<file path="config.mk">
export PLATFORM = sky130hd
export DESIGN_NAME = alu_arbiter
export DESIGN_NICKNAME = d
export VERILOG_FILES = /design/src/rtl/alu_arbiter.sv
export SDC_FILE = /design/constraint.sdc
export NUM_CORES = 1
export LEC_CHECK = 0
export ABC_AREA = 1
export CORE_ASPECT_RATIO = 0.6
export CORE_MARGIN = 3
export CORE_UTILIZATION = 30
export CTS_CLUSTER_SIZE = 10
export DETAILED_ROUTE_END_ITERATION = 10
export SETUP_SLACK_MARGIN = 0.4
export SLEW_MARGIN = 20
export SYNTH_ARGS = -nofsm -noshare
export SYNTH_HDL_FRONTEND = slang
export SYNTH_SLANG_ARGS = --single-unit
</file>
<file path="constraint.sdc">
create_clock -name clk -period 3.4 [get_ports clk]
set_input_delay 0.85 -clock clk [delete_from_list [all_inputs] [get_ports clk]]
set_output_delay 0.85 -clock clk [all_outputs]
set_load 0.05 [all_outputs]
</file>
<file path="src/rtl/alu_arbiter.sv">
// rtl/alu_arbiter.sv - two-requester arbiter serialising operations onto one shared combinational ALU
module alu_arbiter #(
    parameter int unsigned ALU_WAIT = 1
) (
    input  logic       clk,
    input  logic       rst,
    input  logic       req0_valid,
    output logic       req0_ready,
    input  logic [2:0] req0_op,
    input  logic [7:0] req0_a,
    input  logic [7:0] req0_b,
    input  logic       req1_valid,
    output logic       req1_ready,
    input  logic [2:0] req1_op,
    input  logic [7:0] req1_a,
    input  logic [7:0] req1_b,
    output logic       resp_valid,
    input  logic       resp_ready,
    output logic       resp_id,
    output logic [7:0] resp_y,
    output logic [7:0] alu_opcode,
    output logic [7:0] alu_a,
    output logic [7:0] alu_b,
    input  logic [7:0] alu_y,
    output logic       busy
);

    typedef enum logic [1:0] {
        ST_IDLE,
        ST_EXEC,
        ST_RESP
    } state_t;

    localparam logic [3:0] WAIT_LOAD = 4'(ALU_WAIT);

    state_t     state;
    state_t     state_nxt;
    logic       prio;
    logic [3:0] wait_cnt;
    logic       grant0;
    logic       grant1;
    logic       take0;
    logic       take1;
    logic       xfer;
    logic       cnt_last;

    // prio only breaks ties; a lone valid requester is always granted
    assign grant0   = req0_valid && (!req1_valid || !prio);
    assign grant1   = req1_valid && (!req0_valid || prio);
    assign take0    = req0_valid && req0_ready;
    assign take1    = req1_valid && req1_ready;
    assign xfer     = take0 || take1;
    assign cnt_last = (wait_cnt == 4'd1);

    always_ff @(posedge clk or posedge rst) begin
        if (rst) begin
            state <= ST_IDLE;
        end else begin
            state <= state_nxt;
        end
    end

    always_comb begin
        state_nxt = state;
        case (state)
            ST_IDLE: if (xfer)       state_nxt = ST_EXEC;
            ST_EXEC: if (cnt_last)   state_nxt = ST_RESP;
            ST_RESP: if (resp_ready) state_nxt = ST_IDLE;
            default:                 state_nxt = ST_IDLE;
        endcase
    end

    // readies are gated by rst so nothing is offered while reset is held
    always_comb begin
        req0_ready = 1'b0;
        req1_ready = 1'b0;
        busy       = (state != ST_IDLE);
        if (state == ST_IDLE && !rst) begin
            req0_ready = grant0;
            req1_ready = grant1;
        end
    end

    always_ff @(posedge clk or posedge rst) begin
        if (rst) begin
            prio       <= 1'b0;
            resp_valid <= 1'b0;
            resp_id    <= 1'b0;
            resp_y     <= 8'h00;
            alu_opcode <= 8'h00;
            alu_a      <= 8'h00;
            alu_b      <= 8'h00;
            wait_cnt   <= 4'd0;
        end else begin
            case (state)
                ST_IDLE: begin
                    if (xfer) begin
                        alu_opcode <= {5'b00000, take1 ? req1_op : req0_op};
                        alu_a      <= take1 ? req1_a : req0_a;
                        alu_b      <= take1 ? req1_b : req0_b;
                        resp_id    <= take1;
                        wait_cnt   <= WAIT_LOAD;
                    end
                end
                ST_EXEC: begin
                    wait_cnt <= wait_cnt - 4'd1;
                    if (cnt_last) begin
                        resp_y     <= alu_y;
                        resp_valid <= 1'b1;
                    end
                end
                ST_RESP: begin
                    if (resp_ready) begin
                        resp_valid <= 1'b0;
                        prio       <= ~resp_id;
                    end
                end
                default: begin
                end
            endcase
        end
    end

endmodule

</file>
### Yosys cells after proc, flatten, opt, wreduce, memory -nomap -nowiden

Cells that the tools add are included.

* register bits after elaboration: 36
* bits of input ports: 51
* output and inout bits: 37
* logic and storage cells: 53

* add/sub/neg operators: 1
* equality and inequality tests: 6
* muxes and demuxes: 14
* bitwise logic cells: 1
* reduce and logical (&&, ||, !) cells: 22

Operators by type and width (count)
* $mux W8: 2
* $pmux W4 S2: 1
* $reduce_and A2 Y1: 4
* $mux W2: 3
* $ne A2 B2 Y1 const B: 3
* $pmux W2 S3: 1
* $reduce_and A3 Y1: 2
* $reduce_bool A2 Y1: 3
* $logic_and A1 B1 Y1: 5
* $eq A4 B1 Y1 const B: 1
* $logic_not A1 Y1: 4
* $mux W1: 4
* $mux W4: 1
* $sub A4 B1 Y4 const B: 1
* $logic_or A1 B1 Y1: 3
* $mux W3: 1
* $eq A2 B1 Y1 const B: 1
* $eq A2 B2 Y1 const B: 1
* $logic_not A2 Y1: 1
* $pmux W1 S2: 1
* $not A1 Y1: 1

### Depth between registers and ports, before layout

Gate-level depths: netlist of the first run.

* word-level depth: 8
* gate-level depth with buffers: 9
* gate-level depth less buffers: 8

### Worst setup path after synthesis of the first run

No wires, ideal clock.

* path type: input to output
* from: in rst
* to: out req1_ready
* data arrival time: 2.204 ns
* setup slack: 0.346 ns
* stages: 4
* buffers on the path: 1
* path through: inv_1 > nand2_4 > nor2_4 > buf_6

* word-level cells in the longest chain between the ends: 3

Ends and longest elaborated chain
* start, declared: RTL line 6 `input logic rst,`
* $logic_not A1 Y1 (no line)
* $logic_and A1 B1 Y1: RTL line 78 `if (state == ST_IDLE && !rst) begin`
* $mux W1: RTL line 78
* end, declared: RTL line 13 `output logic req1_ready,`

No other way between the ends.

### Worst setup path after layout of the first run

* from: in rst
* to: out req0_ready

* word-level cells in the longest chain between the ends: 3

Ends and longest elaborated chain
* $logic_not A1 Y1 (no line)
* $logic_and A1 B1 Y1: RTL line 78
* $mux W1: RTL line 78
* end, declared: RTL line 8 `output logic req0_ready,`

No other way between the ends.

==> results.txt, run 1 <==
The flow ran to the end, and the final reports show no timing, DRC or antenna violations. The clock tree from TritonCTS is yes. The endpoint of the lowest-slack register-to-register path is wait_cnt[3]. The gate count of the mapped netlist came out at between 200 and 250.

The final design area excluding fillers is around 2800 um2. Ranked by instance count, the synthesized netlist is headed by 145 x nand2_1, 36 x dfrtp_1, 16 x inv_1. Once the clock tree was built, the resizer swapped 0 gates to a different size. The clock skew after layout came out at 0.00809 ns. For the worst flop-to-flop path, the logic depth is 8. The total number of placement rows came out at 21. The maximum achievable frequency came out at 0.371 GHz. The aggregate global routing overflow is 0. Buffers placed on the I/O ports in this run total 82. The arrival time of data at the critical path endpoint came out at roughly 1.9 ns. The initial antenna violation count came out at 0.

The first global-routing pass estimated ~7.7 mm of wire. The area growth from synthesis to layout came out at 51.1%. The tightest hold path in the finished design has a slack of roughly 0.48 ns. For this configuration, the core starts out at a cell density of about a third. The critical path starts at rst. The fraction of registers with async set or reset after synthesis is 100%. The library cell used as clock root buffer is clkbuf_8. The detailed-route vias per instance is a little over 4. The final weighted congestion of routability-driven global placement came out at roughly 0.77. The actual transition at the worst max-transition pin is ~0.74 ns. The max capacitance violation total is 0.

The total CTS buffers is 5. The total via count after detailed routing is 1685. The clock sink count came out at 36. The shortest period the worst path allows came out at 2.70 ns. The worst register-to-register path begins at state[1]. Following the worst setup path forward leads to its endpoint at req0_ready. The setup check on the worst reg-to-reg path leaves a slack of approximately 1.6 ns. The maximum number of pins on one net before global-route repair is 38.

The die height is 67.1 um. The I/O pin count is about 90. The highest cell delay on the worst timing path is between 0.5 and 0.6 ns. The setup slack after placement came out at about 0.71 ns.

The total negative setup slack came out at 0 ns. The net total in the final layout is approximately 380. The horizontal die dimension came out at between 100 and 150 um. The most common cell in the netlist is nand2_1. After detailed routing, the number of remaining DRC violations is 0. The number of diodes came out at 0.

The share of Yosys cell area claimed by the top area cell type is between 40% and 50%. The number of buffers inserted by hold repair at cts came out at 0. The final-report setup violation count came out at 0.

In this run the worst hold path is classified as register to register. After detailed routing, the average wire length per cell comes to ~12 um. Summed over all cells, the static leakage comes to between 1 and 1.5 nW. The number of flip-flops and latches in the synthesized netlist is 36.

dfrtp_1 takes more of the synthesized area than any other cell. The slowest stage of the critical path is the clkdlybuf4s50_1 cell. The total count of max-transition violations in the final report is 0.

The clock latency on the worst-skew pair came out at between 0.2 and 0.3 ns. The top flip-flop cell by instance count after synthesis is dfrtp_1. For this run, the register share of the synthesized area comes to between 40% and 50%. The signal on the critical path passes through clkdlybuf4s50_1, clkinvlp_4, nand2_4, nor2_4, buf_4. The cell area after placement came out at approximately 2700 um2. The sort of element at the start of the critical path is a primary input. The half-perimeter wire length after placement is 3.54 mm. The post-synthesis cell type count came out at 22. The number of enable-type register cells in the synthesized netlist came out at 0.

The area of the core came out at 5780 um2. The worst setup path is of the primary input to output port kind. The CTS clock-pin slew for the worst setup and hold paths is 0.07 ns.

The number of failing hold endpoints at the final stage came out at 0. The total chip power is between 0.002 and 0.003 W. The peak supply drop came out at between 300 and 400 uV. The number of setup buffers added after CTS came out at 0. The total global routing track utilization came out at about 14%. Dividing the final minimum period by the clock period gives 79.3%. The total wire length came out at 4.79 mm. The number of detailed-routing iterations run before antenna repair came out at 4. The H-tree depth is 2.

The data required time of the worst path came out at around 2.6 ns. The number of global-route vias before repair came out at between 1500 and 2000. The ratio of cells with drive above 1 in the final layout is 6.99%. The die covers 7230 um2.

The DRC violation total after the first TritonRoute iteration came out at ~130. The worst setup path is captured at an output port. In this run the deepest clock path goes through 2 buffers. The ratio of total power to cell area is between 900 and 1000 nW/um2. The post-route antenna net violation count came out at 0.

Setup slack closes at approximately 0.70 ns. The average instance area after synthesis came out at roughly 7.6 um2. For this run, the number of Yosys warnings is 0. The worst slew margin relative to its limit is between 50 and 60%. The maximum net fanout on the critical path came out at 2. Setup repair after global routing left no endpoint under its margin.

In the post-synthesis netlist, the biggest area contributors are dfrtp_1 48%, nand2_1 29%, buf_6 3.6%. In this run the cell area of the synthesized design comes to 1860 um2.
[where the power goes]
part           switching [W]  internal [W]
Sequential          0.000125      0.000634
Combinational        0.00108      0.000533
Clock               0.000151      0.000218
[layout make-up]
cell class              count  area, um2
repair buffers             85        851
multi-input cells         183        787
clock buffers               6       72.6
fillers                   571       2960
well taps                  80        100
clock inverters             2       35.0
flip-flops and latches     36        901
inverters                  17       70.1
[registers in the layout (all words and copies together) (netlist names)]
register and flops:
wait_cnt 4, resp_valid 1, alu_b 8, resp_y 8, alu_a 8, alu_opcode 3, prio 1, state 2
resp_id 1
[worst min-delay path by stage]
stage / depth (start not counted) / slack (ns) / start / to
finish: 2 / 0.48 / alu_b[5] / alu_b[5]
global route: 2 / 0.50 / alu_a[3] / alu_a[3]
CTS: 2 / 0.48 / alu_a[3] / alu_a[3]
detailed placement: 2 / 0.46 / alu_a[3] / alu_a[3]
global placement: 2 / 0.46 / alu_a[3] / alu_a[3]
floorplan: 1 / 0.47 / state[0] / state[1]
[cells by family after synthesis]
| family | share of synthesized area, % |
|---|---|
| buf+inv | 10.3 |
| other cells | 0.201 |
| fa+ha+maj | 1.34 |
| flops | 48.3 |
| simple gates | 36.2 |
| compound gates | 3.69 |
[metrics by stage]
stage / instances / utilization (%)
floorplan: 250 / -
global placement: 401 / 46.9
detailed placement: 401 / 46.9
CTS: 409 / 48.7
global route: 409 / 48.7
finish: 409 / 48.7
[cells in the final DEF (no fill, tap or decap), types with 2 or more instances in the layout]
| cell type | instances |
|---|---|
| buf_4 | 4 |
| clkbuf_8 | 5 |
| clkdlybuf4s50_1 | 80 |
| conb_1 | 5 |
| dfrtp_1 | 36 |
| ha_1 | 2 |
| inv_1 | 15 |
| nand2_1 | 145 |
| nand3_1 | 5 |
| nor2_1 | 4 |
| nor2_4 | 4 |
| o21ai_0 | 9 |
[worst max-delay path: cells and delay by family]
family / cells / cell delay, ns
buffers and inverters: 3 / 0.84
and+or+nand+nor: 2 / 0.14
[per-layer routing]
layer	GRT usage, %	part of all wire (%)
met1	20.6	53
met2	18.0	36
met3	6.00	11
met4	2.83	0.48
met5	0	0
Note: power is estimated with default switching activity, not from simulation.
==> inputs of run 2 (changes only) <==
Clock period 3.4 ns to 2.3 ns, I/O delays scaled along.
==> results.txt, run 2 (same netlist as run 1, synthesis figures left out) <==
The number of diodes came to 0 (unchanged). The clock skew after layout came out at 0.00473 ns (was 0.00809 ns). The initial antenna violation count came to 0 (unchanged). The total CTS buffers came to 5 (unchanged). The depth of the worst register-to-register path is 10 (was 8). Unrepaired setup endpoints after global routing: no (unchanged). Largest registers: alu_a (8), alu_b (8), resp_y (8) (unchanged). The net total in the final layout was 386 (was 381). The most common library cell in the layout ignoring fill and taps is nand2_1 (unchanged).

The wire length of the first global-routing pass came out at 7.69 mm (was 7.73 mm). The aggregate global routing overflow is 0 (unchanged). The sort of element at the start of the critical path is a primary input (unchanged). The total number of placement rows is 21 (unchanged). The clock sink count came out at 36 (unchanged). The total count of max-transition violations in the final report came out at 0 (unchanged). The category of the most critical setup path is primary input to output port (unchanged). The area growth from synthesis to layout came out at 53.6% (was 51.1%).

The peak supply drop came out at 596 uV (was 380 uV). The arrival time of data at the critical path endpoint is 1.28 ns (was 1.85 ns). The CTS clock-pin slew for the worst setup and hold paths came to 0.07 ns (about the same). The number of design rule violations left after detail routing was 0 (unchanged).

The total global routing track utilization is 14.0% (was 13.8%). The number of failing hold endpoints at the final stage is 0 (unchanged). The post-route non-filler standard cell count came out at 414 (was 409). The ratio of total power to cell area is 1390 nW/um2 (was 971 nW/um2). The DRC violation total after the first TritonRoute iteration is 79 (was 129).

The clock tree from TritonCTS is yes (unchanged). The number of cells traversed by the worst hold path came out at 2 (unchanged). The total negative setup slack is 0 ns (unchanged). The shortest period the worst path allows is 1.85 ns. The worst hold margin is 0.474 ns (was 0.481 ns). The number of instances in the placed design is 402 (was 401).

The final weighted congestion of routability-driven global placement came to 0.735 (was 0.773). The data required time of the worst path came to 1.73 ns (was 2.55 ns). The total via count after detailed routing is 1673 (was 1685).

The capturing element type of the critical path is an output port (unchanged). The number of global-route vias before repair came to 1578 (was 1579). The die height came to 67.1 um (unchanged).

The leakage power is 1.53 nW (was 1.42 nW). Commonest non-fill, non-tap cells in the layout: 142 x nand2_1, 47 x clkdlybuf4s50_1, 35 x dfrtp_1 (was 145 x nand2_1, 80 x clkdlybuf4s50_1, 36 x dfrtp_1). The half-perimeter wire length after placement was 3.46 mm (was 3.54 mm).

The horizontal die dimension came out at 108 um (unchanged). The count of buffers from port buffering is 82 (unchanged). The type of the tightest min-delay check is register to register (unchanged). The detailed-route vias per instance is 4.04 (was 4.12).

The clock latency on the worst-skew pair is 0.28 ns (about the same). The post-route antenna net violation count came out at 0 (unchanged). The worst slew margin relative to its limit is 65.7% (was 50.4%). The ratio of cells with drive above 1 in the final layout came out at 10.8% (was 6.99%). The maximum achievable frequency came out at 0.540 GHz. The H-tree depth is 2 (unchanged). Outcome: finished, final reports clean (unchanged). The maximum count of clock buffers along a single path came out at 2 (unchanged). The actual transition at the worst max-transition pin came out at 0.517 ns (was 0.743 ns).

The area of the core is 5780 um2 (unchanged). The post-route fraction of the period consumed by the critical path is about four fifths. The I/O pin count came out at 88 (unchanged).

The detailed-route wire length per cell is 11.7 um (about the same). The maximum net fanout on the critical path was 3 (was 2). The number of detailed-routing iterations run before antenna repair was 4 (unchanged). The initial cell density of the core came to 32.3% (unchanged). The final-report setup violation count was 0 (unchanged).

The overall die area is 7230 um2 (unchanged). The total wire length came to 4.83 mm (was 4.79 mm). The max capacitance violation total came out at 0 (unchanged). The maximum number of pins on one net before global-route repair is 38 (unchanged). The library cell used as clock root buffer is clkbuf_8 (unchanged).
run 2: cell count changes in the layout (fill, tap and decap cells not counted), sizes merged:
cell	change
buf	+6
clkbuf	+2
clkdlybuf4s15	+1
clkdlybuf4s50	-33
clkinv	-1
dlygate4sd2	+30
run 2: timing repair:
action | CTS | global route
gates resized for setup | 39 | 4
pin swaps | 3 | 2
hold endpoints to repair | 0 | 0
endpoints found under the setup margin | 31 | 2
buffers inserted | 2 | 2
hold buffers | 0 | 0
run 2: final timing paths:
path	startpoint	endpoint	slack [ns]
min in group asynchronous	rst	prio	0.57
min reg2reg	alu_b[6]	alu_b[6]	0.47
max reg2reg	state[0]	alu_a[0]	0.80
max in group asynchronous	rst	state[1]	1.38
min	alu_b[6]	alu_b[6]	0.47
max	req1_valid	req0_ready	0.45
run 2: per-stage QoR:
step / setup slack [ns] / utilization, % / power (W) / area, um2
finish: 0.447 / 49.5 / 0.00399 / 2860
global route: 0.403 / 49.5 / 0.00428 / 2860
CTS: 0.385 / 49.2 / 0.00404 / 2840
detailed placement: 0.140 / 47.2 / 0.00355 / 2730
global placement: 0.144 / 47.2 / 0.00353 / 2730
floorplan: 0.140 / - / 0.00278 / 1900
run 2: critical path: stages:
cell and delay [ns]:
dlygate4sd2_1 0.27, nand2_2 0.09, nand2_2 0.06, nor2_4 0.13
buf_8 0.15
run 2: layout make-up:
class	count	area [um2]
fill	592	2920
multi-input combinational	183	800
clock inverter	1	30.0
tap	80	100
inverter	17	70.1
timing repair buffer	90	865
sequential	36	902
clock buffer	7	96.3
run 2: where the power goes:
| group | total (W) | internal (W) | switching, W |
|---|---|---|---|
| Sequential | 0.00111 | 0.000938 | 0.000176 |
| Combinational | 0.00227 | 0.000668 | 0.00161 |
| Clock | 0.000605 | 0.000382 | 0.000223 |
run 2: layer usage:
layer	vias to the layer above	GRT usage [%]	part of all wire [%]
met5	-	0	0
met4	0	4.25	0.75
met3	5	6.00	11
met2	73	18.8	37
met1	694	19.9	51
li1	901	-	-
==> inputs of run 3 (changes only) <==
Clock period 2.3 ns to 1.56 ns, I/O delays scaled along.
==> results.txt, run 3 (same netlist as run 1, synthesis figures left out) <==
Outcome: finished with violations (was finished, final reports clean). The final reports fail on setup timing. The setup slack after placement is -0.258 ns (was 0.140 ns). The aggregate global routing overflow came out at 0 (unchanged). The peak supply drop came to 876 uV (was 596 uV). The data required time of the worst path came to 1.17 ns (was 1.73 ns). The max capacitance violation total came out at 0 (unchanged). The count of buffers from port buffering came out at 82 (unchanged). Commonest non-fill, non-tap cells in the layout: 105 x nand2_1, 47 x clkdlybuf4s50_1, 34 x buf_12 (was 142 x nand2_1, 47 x clkdlybuf4s50_1, 35 x dfrtp_1).

The kind of cell with the highest combined delay on the critical path is flip-flops (was buffers and inverters). The detailed-route vias per instance came out at 4.38 (was 4.04). The horizontal die dimension is 108 um (unchanged).

The area of the core came out at 5780 um2 (unchanged). The most frequent cell on the critical path is nor2_4 (was nand2_2). The post-route non-filler standard cell count is 451 (was 414).

The half-perimeter wire length after placement came out at 3.78 mm (was 3.46 mm). The number of failing hold endpoints at the final stage came out at 0 (unchanged). The launch instance of the worst min-delay path is wait_cnt[1] (was alu_b[6]). The final weighted congestion of routability-driven global placement is 0.800 (was 0.735). The number of design rule violations left after detail routing came to 0 (unchanged). Based on the critical path, the design can be clocked at up to just over 0.6 GHz. The critical-path cell with the highest stage delay is dfrtp_1 (was dlygate4sd2_1). The number of cells traversed by the worst hold path came out at 2 (unchanged).

The number of detailed-routing iterations run before antenna repair is 4 (unchanged). The type of the tightest min-delay check is register to register (unchanged). Critical-path cell list: nor2_4, nand2_4, nor2_4, buf_8 (was dlygate4sd2_1, nand2_2, nand2_2, nor2_4, buf_8).

The ratio of cells with drive above 1 in the final layout is 39.9% (was 10.8%). The arrival time of data at the critical path endpoint came to 1.24 ns (was 1.28 ns). The depth of the worst register-to-register path was 11 (was 10). The maximum count of clock buffers along a single path came to 2 (unchanged). The number of buffers inserted by hold repair at cts is 0 (unchanged). The ratio of total power to cell area is 2290 nW/um2 (was 1390 nW/um2). The clock tree from TritonCTS is yes (unchanged). The clock skew after layout is 0.00542 ns (was 0.00473 ns). The area growth from synthesis to layout came to 106% (was 53.6%).

The total CTS buffers came out at 5 (unchanged). The detailed-route wire length per cell is 13.7 um (was 11.7 um). The clock latency on the worst-skew pair came out at 0.29 ns (was 0.28 ns). The maximum net fanout on the critical path came out at 2 (was 3). The final-report setup violation count came out at 21 (was 0). The most common library cell in the layout ignoring fill and taps is nand2_1 (unchanged). The post-route antenna net violation count is 0 (unchanged). The endpoint of the lowest-slack register-to-register path is alu_a[2] (was alu_a[0]). The wire length of the first global-routing pass was 9.38 mm (was 7.69 mm). Largest registers: alu_a (8), alu_b (8), resp_y (8) (unchanged).

The sort of element at the start of the critical path was a register (was primary input). Unrepaired setup endpoints after global routing: yes (was no). The total global routing track utilization is 17.0% (was 14.0%). The overall die area came out at 7230 um2 (unchanged). The post-route fraction of the period consumed by the critical path is 104%. The number of fill cells came out at 468 (was 592).

The total via count after detailed routing is 1975 (was 1673). The clock sink count is 36 (unchanged). The DRC violation total after the first TritonRoute iteration is 69 (was 79). The maximum number of pins on one net before global-route repair is 37 (was 38). The CTS clock-pin slew for the worst setup and hold paths was 0.07 ns (about the same). The number of global-route vias before repair came out at 1906 (was 1578).

The worst hold margin came out at 0.538 ns (was 0.474 ns). The library cell used as clock root buffer is clkbuf_8 (unchanged). The die height came out at 67.1 um (unchanged). The H-tree depth came out at 2 (unchanged). The internal reg-to-reg setup slack is -0.03 ns (was 0.80 ns).

After layout, the minimum clock period comes to ~1.6 ns. The total number of placement rows came out at 21 (unchanged). The total count of max-transition violations in the final report is 0 (unchanged). The capturing element type of the critical path is an output port (unchanged).

The category of the most critical setup path is register to output port (was primary input to output port). The highest cell delay on the worst timing path was 0.41 ns (was 0.27 ns). The final critical-path setup slack came out at -0.0691 ns (was 0.447 ns). The launch instance of the worst register-to-register path is state[0] (unchanged). The initial cell density of the core is 32.3% (unchanged). The number of instances in the placed design came to 410 (was 402). The I/O pin count is 88 (unchanged). The total wire length is 6.19 mm (was 4.83 mm). The end of the worst hold path is wait_cnt[1] (was alu_b[6]). The buffer and inverter count on the worst path is 1 (was 2). The net total in the final layout came to 423 (was 386). The initial antenna violation count came out at 0 (unchanged). The leakage power is 1.92 nW (was 1.53 nW). The total negative setup slack is -0.504 ns (was 0 ns). The number of diodes is 0 (unchanged).
-- run 3: cell count changes in the layout (fill, tap and decap cells not counted), sizes merged, moves of 2 or more --
cell,before,now
buf,11,71
clkbuf,8,5
dlygate4sd2,30,3
inv,16,18
bufinv,1,3
nand3,6,9
-- run 3: repair_timing --
item / CTS / global route
setup buffers: 13 / 14
gates resized for setup: 52 / 52
pin swaps: 18 / 8
setup endpoints to repair: 67 / 67
hold endpoints to repair: 0 / 0
gates cloned: 4 / 2
-- run 3: routing by layer --
metal  track usage [%]  wire length, um
met5                 0                0
met1              23.2             2780
met3              6.29              566
met4              3.31               42
met2              25.9             2800
-- run 3: worst max path at each step --
stage          startpoint    endpoint  slack [ns]  depth (start not counted)
2_1_floorplan         rst    alu_a[7]       -0.26                          8
3_3_place_gp          rst  req1_ready       -0.24                          5
3_5_place_dp          rst  req1_ready       -0.26                          5
4_1_cts          state[0]  req0_ready       -0.09                          4
5_1_grt              prio  req0_ready       -0.15                          4
6_report         state[0]  req0_ready       -0.07                          4
-- run 3: layout make-up --
class | instances | area (um2) | area share, %
repair buffers | 121 | 1510 | 39.3
multi-input cells | 186 | 1040 | 27.1
flip-flops and latches | 36 | 905 | 23.6
well taps | 80 | 100 | 2.61
clock inverters | 3 | 90.1 | 2.35
inverters | 17 | 86.3 | 2.25
clock buffers | 5 | 68.8 | 1.80
repair inverters | 3 | 36.3 | 0.947
-- run 3: report_power, final --
| group | total (W) | switching [W] | leakage (nW) | internal [W] |
|---|---|---|---|---|
| clock | 0.00114 | 0.000344 | 0.0784 | 0.000800 |
| sequential | 0.00191 | 0.000518 | 0.441 | 0.00139 |
| combinational | 0.00573 | 0.00299 | 1.40 | 0.00274 |
-- run 3: stage by stage --
stage                     utilization [%]  instance area (um2)  total power, W
after global placement               53.3                 3080         0.00623
after global routing                 66.3                 3830         0.00925
final                                66.3                 3830         0.00878
after floorplan                         -                 1890         0.00411
after detailed placement             53.3                 3080         0.00629
after CTS                            61.0                 3530         0.00810
-- run 3: worst min-delay path: cells and delay by family (launching register included) --
family	cells	cell delay, ns
flip-flops	1	0.38
AND/OR/NAND/NOR	2	0.13
